**config.mk**
```make
export PLATFORM = sky130hd
export DESIGN_NAME = logic_op_pipe_flat
export DESIGN_NICKNAME = d
export VERILOG_FILES = /design/src/rtl/logic_op_pkg.sv /design/src/rtl/logic_op_pipe_if.sv /design/src/rtl/logic_op_alu.sv /design/src/rtl/logic_op_pipe.sv /design/src/flat_wrapper.sv
export SDC_FILE = /design/constraint.sdc
export NUM_CORES = 1
export LEC_CHECK = 0
export BUFFER_PORTS_ARGS = -buffer_cell sky130_fd_sc_hd__buf_2
export CORE_AREA = 5 5 66 68
export DETAILED_ROUTE_END_ITERATION = 6
export DIE_AREA = 0 0 71 73
export PLACE_DENSITY_LB_ADDON = 0.08
export SLEW_MARGIN = 25
export SYNTH_ARGS = -nofsm -noshare
export SYNTH_HDL_FRONTEND = slang
export SYNTH_SLANG_ARGS = --single-unit
```
**constraint.sdc**
```tcl
create_clock -name clk -period 4 [get_ports clk]
set_clock_uncertainty 0.15 [all_clocks]
set_input_delay 0.8 -clock clk [delete_from_list [all_inputs] [get_ports clk]]
set_output_delay 0.8 -clock clk [all_outputs]
set_load 0.02 [all_outputs]
```
**src/rtl/logic_op_pkg.sv**
```systemverilog
// Shared definitions for the logic-op pipeline: opcode encoding and widths.
// Opcodes 10-13 are only implemented when LOGIC_OP_ACC_EN is defined.
package logic_op_pkg;

   localparam int unsigned OP_W          = 4;
   localparam int unsigned DEFAULT_WIDTH = 8;

   typedef enum logic [OP_W-1:0] {
      OP_AND     = 4'd0,
      OP_OR      = 4'd1,
      OP_NAND    = 4'd2,
      OP_NOR     = 4'd3,
      OP_XOR     = 4'd4,
      OP_XNOR    = 4'd5,
      OP_NOT_A   = 4'd6,
      OP_PASS_A  = 4'd7,
      OP_LAND    = 4'd8,
      OP_LOR     = 4'd9,
      OP_ACC_AND = 4'd10,
      OP_ACC_OR  = 4'd11,
      OP_ACC_XOR = 4'd12,
      OP_ACC_CLR = 4'd13
   } op_e;

endpackage

```
**src/rtl/logic_op_pipe_if.sv**
```systemverilog
// Valid/ready request and result channels of the logic-op pipeline.
interface logic_op_pipe_if #(
   parameter int unsigned WIDTH = logic_op_pkg::DEFAULT_WIDTH
) ();

   logic                          in_valid;
   logic                          in_ready;
   logic [logic_op_pkg::OP_W-1:0] in_op;
   logic [WIDTH-1:0]              in_a;
   logic [WIDTH-1:0]              in_b;
   logic                          out_valid;
   logic                          out_ready;
   logic [WIDTH-1:0]              out_data;
   logic                          out_err;

   modport master (
      output in_valid, in_op, in_a, in_b, out_ready,
      input  in_ready, out_valid, out_data, out_err
   );

   modport slave (
      input  in_valid, in_op, in_a, in_b, out_ready,
      output in_ready, out_valid, out_data, out_err
   );

endinterface

```
**src/rtl/logic_op_alu.sv**
```systemverilog
// Combinational opcode/operand evaluation between the two pipeline stages.
// With LOGIC_OP_ACC_EN defined, the accumulator ops read acc and raise acc_we.
module logic_op_alu
   import logic_op_pkg::*;
#(
   parameter int unsigned WIDTH = DEFAULT_WIDTH
) (
   input  logic [OP_W-1:0]  op,
   input  logic [WIDTH-1:0] a,
   input  logic [WIDTH-1:0] b,
`ifdef LOGIC_OP_ACC_EN
   input  logic [WIDTH-1:0] acc,
   output logic             acc_we,
`endif
   output logic [WIDTH-1:0] result,
   output logic             err
);

   // Opcode decode; anything not listed yields zero data with err set
   always_comb begin
      result = '0;
      err    = 1'b0;
`ifdef LOGIC_OP_ACC_EN
      acc_we = 1'b0;
`endif
      case (op)
         OP_AND:    result = a & b;
         OP_OR:     result = a | b;
         OP_NAND:   result = ~(a & b);
         OP_NOR:    result = ~(a | b);
         OP_XOR:    result = a ^ b;
         OP_XNOR:   result = ~(a ^ b);
         OP_NOT_A:  result = ~a;
         OP_PASS_A: result = a;
         OP_LAND:   result = WIDTH'((|a) && (|b));
         OP_LOR:    result = WIDTH'((|a) || (|b));
`ifdef LOGIC_OP_ACC_EN
         OP_ACC_AND: begin
            result = acc & a;
            acc_we = 1'b1;
         end
         OP_ACC_OR: begin
            result = acc | a;
            acc_we = 1'b1;
         end
         OP_ACC_XOR: begin
            result = acc ^ a;
            acc_we = 1'b1;
         end
         OP_ACC_CLR: begin
            result = '0;
            acc_we = 1'b1;
         end
`endif
         default:   err = 1'b1;
      endcase
   end

endmodule

```
**src/rtl/logic_op_pipe.sv**
```systemverilog
// Two-stage valid/ready pipeline: S1 holds the request, S2 holds the result.
// Optional accumulator opcodes are enabled by defining LOGIC_OP_ACC_EN.
module logic_op_pipe
   import logic_op_pkg::*;
#(
   parameter int unsigned WIDTH = DEFAULT_WIDTH
) (
   input logic            clk,
   input logic            rst,
   logic_op_pipe_if.slave bus
);

   logic             s1_valid;
   logic [OP_W-1:0]  s1_op;
   logic [WIDTH-1:0] s1_a;
   logic [WIDTH-1:0] s1_b;

   logic             s2_valid;
   logic [WIDTH-1:0] s2_data;
   logic             s2_err;

   logic [WIDTH-1:0] alu_result;
   logic             alu_err;

   logic             s2_open_c;
   logic             s2_load_c;
   logic             in_ready_c;
   logic             s1_load_c;

   // S2 can take new data when empty or being drained this cycle
   assign s2_open_c  = !s2_valid || bus.out_ready;
   assign s2_load_c  = s1_valid && s2_open_c;
   assign in_ready_c = !s1_valid || s2_open_c;
   assign s1_load_c  = bus.in_valid && in_ready_c;

   assign bus.in_ready  = in_ready_c;
   assign bus.out_valid = s2_valid;
   assign bus.out_data  = s2_data;
   assign bus.out_err   = s2_err;

`ifdef LOGIC_OP_ACC_EN
   logic [WIDTH-1:0] acc;
   logic             alu_acc_we;

   // Accumulator updates only when its op moves into S2, so a stall never re-applies it
   always_ff @(posedge clk or posedge rst) begin
      if (rst) begin
         acc <= '0;
      end else if (s2_load_c && alu_acc_we) begin
         acc <= alu_result;
      end
   end
`endif

   logic_op_alu #(
      .WIDTH (WIDTH)
   ) u_alu (
      .op     (s1_op),
      .a      (s1_a),
      .b      (s1_b),
`ifdef LOGIC_OP_ACC_EN
      .acc    (acc),
      .acc_we (alu_acc_we),
`endif
      .result (alu_result),
      .err    (alu_err)
   );

   // Stage 1: capture accepted request; empty out when handed to S2
   always_ff @(posedge clk or posedge rst) begin
      if (rst) begin
         s1_valid <= 1'b0;
         s1_op    <= '0;
         s1_a     <= '0;
         s1_b     <= '0;
      end else if (s1_load_c) begin
         s1_valid <= 1'b1;
         s1_op    <= bus.in_op;
         s1_a     <= bus.in_a;
         s1_b     <= bus.in_b;
      end else if (s2_load_c) begin
         s1_valid <= 1'b0;
      end
   end

   // Stage 2: capture ALU result; hold stable until consumed
   always_ff @(posedge clk or posedge rst) begin
      if (rst) begin
         s2_valid <= 1'b0;
         s2_data  <= '0;
         s2_err   <= 1'b0;
      end else if (s2_load_c) begin
         s2_valid <= 1'b1;
         s2_data  <= alu_result;
         s2_err   <= alu_err;
      end else if (bus.out_ready) begin
         s2_valid <= 1'b0;
      end
   end

endmodule
```
**src/flat_wrapper.sv**
```systemverilog
// flat-port wrapper written by rule: the top's interface ports become plain ports
module logic_op_pipe_flat import logic_op_pkg::*;
#(
   parameter int unsigned WIDTH = DEFAULT_WIDTH
)
  (clk, rst, bus_in_valid, bus_in_op, bus_in_a, bus_in_b, bus_out_ready, bus_in_ready, bus_out_valid, bus_out_data, bus_out_err);
  logic_op_pipe_if #(.WIDTH(WIDTH)) bus_i ();
  input logic clk;
  input logic rst;
  input wire logic [$bits(bus_i.in_valid)-1:0] bus_in_valid;
  input wire logic [$bits(bus_i.in_op)-1:0] bus_in_op;
  input wire logic [$bits(bus_i.in_a)-1:0] bus_in_a;
  input wire logic [$bits(bus_i.in_b)-1:0] bus_in_b;
  input wire logic [$bits(bus_i.out_ready)-1:0] bus_out_ready;
  output wire logic [$bits(bus_i.in_ready)-1:0] bus_in_ready;
  output wire logic [$bits(bus_i.out_valid)-1:0] bus_out_valid;
  output wire logic [$bits(bus_i.out_data)-1:0] bus_out_data;
  output wire logic [$bits(bus_i.out_err)-1:0] bus_out_err;
  assign bus_i.in_valid = bus_in_valid;
  assign bus_i.in_op = bus_in_op;
  assign bus_i.in_a = bus_in_a;
  assign bus_i.in_b = bus_in_b;
  assign bus_i.out_ready = bus_out_ready;
  assign bus_in_ready = bus_i.in_ready;
  assign bus_out_valid = bus_i.out_valid;
  assign bus_out_data = bus_i.out_data;
  assign bus_out_err = bus_i.out_err;
  logic_op_pipe #(.WIDTH(WIDTH)) u_core (.clk(clk), .rst(rst), .bus(bus_i));
endmodule
```
# --- Yosys cells after proc, flatten, opt, wreduce, memory -nomap -nowiden ---
# Index checks and enable logic that the tools add are counted.
word_totals:
  reg_bits: 31
  out_inout_bits: 11
  wordCells: 43
op_classes:
  n_eq_ne: 9
  n_mux: 6
  n_bitwise: 7
  reduce_logical: 14
op_table:
  columns: ["cell", "count"]
  rows:
  - ["case mux 8 bit (10 select lines)", 1]
  - ["NOT 8 bit", 4]
  - ["equality test 4 x 3 -> 1 bit, second input constant", 4]
  - ["OR reduction 8 bit", 2]
  - ["OR reduction 10 bit", 1]
  - ["AND 8 bit", 1]
  - ["equality test 4 x 2 -> 1 bit, second input constant", 2]
  - ["equality test 4 bit, second input constant", 2]
  - ["bitwise OR 8 bit", 1]
  - ["XOR 8 bit", 1]
  - ["two-way mux 1 bit", 5]
  - ["equality test 4 x 1 -> 1 bit, second input constant", 1]
  - ["logical NOT 4 bit", 1]
  - ["nonzero test 2 bit", 2]
  - ["logical AND 1 bit", 3]
  - ["logical OR 1 bit", 3]
  - ["logical NOT 1 bit", 2]

# --- Longest topological paths before layout ---
# Gate-level depths: netlist of the first run.
logic_depth:
  depth_word: 5
  depth_mapped: 7
  depth_no_buf: 7

# --- By module ---
# Synthesis of the first run repeated with hierarchy kept, for this count alone.
unflattened:
  hier_cells: 194
  area_unflattened_um2: 2193.4
by_module_without_submodules:
  columns: ["module", "n_inst", "cells_each", "area_per_inst_um2"]
  rows:
  - ["logic_op_pipe", 1, 69, 1267.5]
  - ["logic_op_alu", 1, 125, 925.9]

# --- Worst setup path after synthesis of the first run ---
# Ideal clock, no wire load.
synth_path:
  path_type: "input to output"
  from: "input port bus_out_ready"
  to: "output port bus_in_ready"
  t_arrival_ps: 1083
  required_ps: 3050
  setup_slack_ps: 1967
  cell_stages: 1
  path_buffers: 0
  cell_sequence: "nand3b_1"
synth_via:
  elab_chain_len: 2
synth_lines:
  columns: ["element", "line_no", "rtl"]
  rows:
  - ["from (decl)", "flat_wrapper.sv:14", "input wire logic [$bits(bus_i.out_ready)-1:0] bus_out_ready;"]
  - ["logical OR 1 bit", "logic_op_pipe.sv:31", "assign s2_open_c = !s2_valid || bus.out_ready;"]
  - ["logical OR 1 bit", "logic_op_pipe.sv:33", "assign in_ready_c = !s1_valid || s2_open_c;"]
  - ["to (decl)", "flat_wrapper.sv:15", "output wire logic [$bits(bus_i.in_ready)-1:0] bus_in_ready;"]
# Every way passes these cells.

# --- Worst setup path in the final report of the first run ---
# Ends and elaborated chain as after synthesis.

==> impl_metrics.py, run 1 <==
metrics = {
    "outcome": {
        "status": "complete, no violations",
    },
    "timing": {
        "rsz0062_at_grt": "false",
        "fmax_mhz": 448,
        "maxSlewHeadroom_pct": 42.4,
        "tightestPinTransition_ns": 0.865,
        "setup_viol": 0,
        "setup_tns_ns": 0,
        "fin_crit_ns": 2.23,
        "hold_violations": 0,
        "finalCritPeriodShare_pct": 55.8,
        "holdWs_ns": 0.326,
        "finalMaxSlewViolations": 0,
    },
    "die": {
        "die_x_um": 71,
        "die_y_um": 73,
        "core_area_mm2": 0.00380,
        "rows": 23,
        "die_area_mm2": 0.00518,
        "ios": 35,
        "start_util_pct": 52.0,
    },
    "worst_setup_path": {
        "cpPeakStageDelay_ns": 0.19,
        "arrival_ns": 1.28,
        "slowest_stage": "nand3b_1",
        "crit_type": "in2out",
        "critPathCaptureType": "output port",
        "cp.required_ns": 3.05,
        "critPathBufInv": 2,
        "cp-start-kind": "primary input",
        "r2r_slack_ns": 2.02,
        "crit_chain": "buf_2, nand3b_1, buf_2",
        "cpMostUsedCell": "buf_2",
        "cp_max_fo": 3,
        "critPathTopFamily": "buffers and inverters",
    },
    "power": {
        "ir_worst_vdd_v": 0.000233,
        "power_density_mw_per_mm2": 472,
        "p_leak_nw": 1.14,
    },
    "finish": {
        "drive_above_1_share_pct": 31.6,
        "fin_cells": 256,
        "layout.nets": 245,
        "syn_to_final_growth_pct": 12.9,
        "diodes": 0,
    },
    "global_routing": {
        "grt_use_met2_pct": 23.9,
        "grtUsageTotal_pct": 14.3,
        "grt_busiest_layer": "met2",
        "grt_pass1_wl_um": 5830,
        "overflow": 0,
        "met3_usage_pct": 3.99,
        "grt_pass1_vias": 1342,
        "grt_antenna_before_repair": 0,
        "grt_max_degree": 32,
        "grt_util_met1_pct": 16.9,
    },
    "logic_synthesis": {
        "synth_top_area_share_pct": 39.3,
        "synth-edff-count": 0,
        "synthesis.nets": 213,
        "async_reset_ff_share_pct": 100,
        "synth_common_cells": "dfrtp_1 (31), inv_1 (24), mux2i_1 (24), mux2_2 (20), ha_1 (16)",
        "yosys.cell_count.top_type": "dfrtp_1",
        "yosysTopAreaCell": "dfrtp_1",
        "syn_inst": 173,
        "synth_area_leaders": "dfrtp_1 (39%), mux2i_1 (12%), mux2_2 (11%)",
        "ys_types": 27,
        "synth_area_mm2": 0.00198,
        "ys_warn_count": 0,
        "synth-seq-cells": 31,
        "syn_avg_cell_area_um2": 11.4,
        "seq_area_frac_synth_pct": 39.3,
        "ys.flop_type": "dfrtp_1",
    },
    "clock_tree": {
        "cts.path.max_buffers": 2,
        "postCtsHoldBufs": 0,
        "clk_pin_slew_ns": 0.06,
        "worstSkewPairLatency_ns": 0.27,
        "root_buffer": "clkbuf_8",
        "cts_sinks": 31,
        "tritoncts": "done",
        "cts-resized-gates": 0,
        "cts_inserted_buffers": 5,
        "cts_setup_buffers": 0,
        "ctsHtreeMaxLevel": 2,
    },
    "route": {
        "vias": 1291,
        "routed_wl_um": 3400,
        "post_drt_wl_per_cell_um": 13.3,
        "antenna_left": 0,
        "via_per_inst": 5.04,
        "drt_iter0_markers": 25,
        "drc_errors": 0,
        "dr.pass1.iters": 4,
    },
    "placement": {
        "io_buffers": 34,
        "dp_cells": 248,
        "dp_hpwl_um": 2670,
        "place_congestion": 0.740,
    },
    "run": {
        "cap_viol_max_count": 0,
    },
    "min_path": {
        "worstHoldPathType": "reg2reg",
    },
}
## final cells by class
class | instances | area, um2
fill | 368 | 1570
multi-input combinational | 109 | 1030
sequential | 31 | 776
timing repair buffer | 34 | 170
clock buffer | 8 | 100
inverter | 24 | 90.1
tap | 50 | 62.6
## path summary, 6_finish.rpt
path                                    start                endpoint  cells past startpoint
max in group asynchronous                 rst          u_core.s1_b[4]                      2
max reg2reg                   u_core.s1_op[0]  u_core.bus.out_data[0]                      4
min                        u_core.bus.out_err      u_core.bus.out_err                      1
max                             bus_out_ready            bus_in_ready                      3
min reg2reg                u_core.bus.out_err      u_core.bus.out_err                      1
min in group asynchronous                 rst  u_core.bus.out_data[4]                      2
## flip-flops by register name (all words and copies together) (netlist names)
name and flops:
u_core.s1_valid 1, u_core.bus.out_valid 1, u_core.s1_a 8, u_core.bus.out_err 1
u_core.bus.out_data 8, u_core.s1_b 8, u_core.s1_op 4
## routing by layer
| layer | wire length (um) | part of all wire [%] |
|---|---|---|
| met1 | 1510 | 44 |
| met2 | 1660 | 49 |
| met3 | 181 | 5.3 |
| met5 | 0 | 0 |
| met4 | 47 | 1.4 |
## metrics by stage
step | cell area, um2 | worst slack [ns] | utilization (%) | power (mW)
2_1_floorplan | 1980 | 1.97 | - | 0.725
3_3_place_gp | 2130 | 1.60 | 56.1 | 0.785
3_5_place_dp | 2130 | 1.53 | 56.1 | 0.806
4_1_cts | 2230 | 1.78 | 58.7 | 1.07
5_1_grt | 2230 | 1.76 | 58.7 | 1.13
6_report | 2230 | 1.77 | 58.7 | 1.05
## kinds of logic after synthesis
family	Yosys count	share of synthesized area, %
adders and majority gates	16	10.1
xor gates and xnor gates	14	6.21
DFF	31	39.3
muxes	44	23.6
AOI/OAI and AO/OA	16	6.65
and+or+nand+nor	19	5.70
buffers and inverters	33	8.49
## power by group
group	switching [mW]	total [mW]	leakage (nW)	internal (mW)
clock	0.106	0.263	0.0515	0.157
combinational	0.164	0.340	0.721	0.176
sequential	0.0786	0.451	0.371	0.372
## cells in the final DEF, fill, tap and decap left out, types with 2 or more instances in the layout
cell / synthesis / layout
a21oi_1: 2 / 2
a22o_1: 7 / 7
nand2b_1: 3 / 3
ha_1: 16 / 16
nor4_1: 4 / 4
nor2_1: 3 / 3
clkbuf_8: 0 / 7
nand2_1: 5 / 5
mux2i_1: 24 / 24
dfrtp_1: 31 / 31
mux2_2: 20 / 20
xor2_1: 6 / 6
inv_1: 24 / 23
buf_2: 2 / 34
xnor2_1: 8 / 8
Note: power is estimated with default switching activity, not from simulation.
==> inputs of run 2 (changes only) <==
- ABC_AREA: unset -> 1
- CORE_AREA: 5 5 66 68 -> 5 5 70 72
- DIE_AREA: 0 0 71 73 -> 0 0 75 77
- clock period: 4 -> 1.9 ns (I/O delays scaled with it)
==> run 2 against run 1 <==
  * Global-route usage grew 4.3 points
  * Wire length is 37% higher
  * Clock power increased to 2.6 times the previous value
  * Worst setup slack lost 1.5 ns
==> impl_metrics.py, run 2 <==
metrics = {
    "outcome": {
        "status": "complete, no violations",
    },
    "route": {
        "vias": 1901,
        "drt_iter0_markers": 113,
        "via_per_inst": 5.02,
        "routed_wl_um": 4650,
        "dr.pass1.iters": 4,
        "post_drt_wl_per_cell_um": 12.3,
        "drc_errors": 0,
        "antenna_left": 0,
    },
    "logic_synthesis": {
        "syn_avg_cell_area_um2": 7.01,
        "seq_area_frac_synth_pct": 38.3,
        "synth_top_family_by_area": "simple AND/OR/NAND/NOR gates",
        "synth_area_leaders": "dfrtp_1 (38%), nand2_1 (13%), ha_1 (9.9%)",
        "syn_inst": 289,
        "synth_compound_area_share_pct": 12.4,
        "synth_top_area_share_pct": 38.3,
        "synth_adder_area_share_pct": 9.88,
        "synthesis.nets": 329,
        "ys.flop_type": "dfrtp_1",
        "synthXorXnorAreaFrac_pct": 0,
        "ys_types": 21,
        "synth-simple-area-share_pct": 31.7,
        "synth-edff-count": 0,
        "yosys.cell_count.top_type": "nand2_1",
        "ys_warn_count": 0,
        "yosysTopAreaCell": "dfrtp_1",
        "synthMuxAreaShare_pct": 0,
        "synth-seq-cells": 31,
        "synth_common_cells": "nand2_1 (68), nor2_1 (45), dfrtp_1 (31), inv_1 (31), o21ai_0 (26)",
        "synth_area_mm2": 0.00203,
        "async_reset_ff_share_pct": 100,
    },
    "worst_setup_path": {
        "arrival_ns": 1.70,
        "r2r_start": "u_core.s1_op[1]",
        "critPathCaptureType": "flip-flop",
        "crit_type": "reg2reg",
        "cp-start-kind": "flip-flop",
        "r2r_end": "u_core.bus.out_data[0]",
        "crit_path_end": "u_core.bus.out_data[0]",
        "r2r_slack_ns": 0.22,
        "cp_max_fo": 9,
        "rr_worst_depth": 10,
        "cp.required_ns": 1.92,
        "startpoint": "u_core.s1_op[1]",
    },
    "die": {
        "die_area_mm2": 0.00578,
        "ios": 35,
        "core_area_mm2": 0.00423,
        "rows": 24,
        "die_y_um": 77,
        "start_util_pct": 47.8,
        "die_x_um": 75,
    },
    "min_path": {
        "worstHoldPathType": "in2async",
    },
    "power": {
        "ir_worst_vdd_v": 0.000536,
        "total_power_mw": 2.30,
        "power_density_mw_per_mm2": 962,
        "p_leak_nw": 1.28,
    },
    "finish": {
        "drive_above_1_share_pct": 17.4,
        "post-route-util_pct": 56.6,
        "layout.nets": 366,
        "syn_to_final_growth_pct": 18.3,
        "layout_common_cells": "nand2_1 (68), nor2_1 (45), buf_2 (34), inv_1 (31), dfrtp_1 (31)",
        "final_common_cell": "nand2_1",
        "diodes": 0,
    },
    "placement": {
        "dp_hpwl_um": 3500,
        "io_buffers": 34,
        "place_congestion": 0.842,
    },
    "timing": {
        "setup_tns_ns": 0,
        "finalCritPeriodShare_pct": 88.3,
        "tightestPinTransition_ns": 0.401,
        "maxSlewHeadroom_pct": 73.2,
        "fmax_mhz": 596,
        "fin_crit_ns": 1.68,
        "rsz0062_at_grt": "false",
        "holdWs_ns": 0.0218,
        "hold_violations": 0,
        "finalMaxSlewViolations": 0,
        "setup_viol": 0,
    },
    "clock_tree": {
        "ctsHtreeMaxLevel": 2,
        "tritoncts": "done",
        "cts_sinks": 31,
        "cts_setup_buffers": 0,
        "worstSkewPairLatency_ns": 0.28,
        "cts-resized-gates": 0,
        "clk_pin_slew_ns": 0.06,
        "root_buffer": "clkbuf_8",
        "cts_inserted_buffers": 5,
        "cts.path.max_buffers": 2,
        "postCtsHoldBufs": 0,
    },
    "global_routing": {
        "grt_pass1_wl_um": 8320,
        "grt_pass1_vias": 1812,
        "grt_antenna_before_repair": 0,
        "grt_max_degree": 42,
        "grtUsageTotal_pct": 18.6,
        "overflow": 0,
    },
    "run": {
        "cap_viol_max_count": 0,
    },
}
==> run 2: worst max-delay path, cell delays in order (launching register included) <==
cell	delay (ns)
dfrtp_1	0.46
nand2_1	0.14
clkinv_1	0.25
nand3_1	0.18
nand2_1	0.06
inv_1	0.05
nand2_1	0.04
nor2_1	0.09
nand2_1	0.06
nand2_1	0.05
nand2_1	0.05
==> run 2: worst min-delay path by stage <==
stage / endpoint / cells past startpoint / slack (ns) / startpoint
after floorplan: u_core.bus.out_data[0] / 1 / 0.33 / rst
after global placement: u_core.bus.out_data[4] / 2 / 0.31 / u_core.bus.out_data[4]
after detailed placement: u_core.bus.out_data[7] / 2 / 0.31 / u_core.bus.out_data[7]
after CTS: u_core.bus.out_data[6] / 3 / 0.03 / rst
after global routing: u_core.bus.out_err / 3 / 0.06 / rst
final: u_core.s1_op[2] / 3 / 0.02 / rst
==> run 2: area by class of cell <==
cell class	instances	area, um2
Inverter	34	128
Clock inverter	2	35.0
Timing Repair Buffer	37	218
Clock buffer	6	82.6
Sequential cell	31	776
Multi-Input combinational cell	217	1090
Fill cell	444	1840
Tap cell	52	65.1
==> run 2: cell families (layout without fill, tap and decap cells) <==
| family | count (synthesis) | count (layout) |
|---|---|---|
| adders and majority gates | 16 | 16 |
| and+or+nand+nor | 151 | 151 |
| AOI/OAI and AO/OA | 50 | 50 |
| DFF | 31 | 31 |
| buffers and inverters | 41 | 79 |
==> run 2: through the flow <==
stage	cells	setup slack (ns)	instance area, um2
after detailed placement	371	0.248	2280
after global routing	379	0.0182	2400
after floorplan	289	0.334	2030
after global placement	371	0.285	2280
final	379	0.223	2400
after CTS	379	0.233	2400
==> run 2: metal layers <==
layer / global-route usage, % / wire length, um / part of all wire (%) / up-vias
met5: 0 / 0 / 0 / -
met4: 6.05 / 85 / 1.8 / 0
met3: 4.05 / 309 / 6.7 / 6
met2: 28.1 / 2040 / 44 / 49
met1: 26.0 / 2210 / 47 / 854
li1: - / - / - / 992
==> run 2: where the power goes <==
group / internal (mW) / switching, mW / total [mW]
clock network: 0.424 / 0.251 / 0.675
logic: 0.254 / 0.471 / 0.724
registers: 0.795 / 0.109 / 0.905
total: 1.47 / 0.831 / 2.30
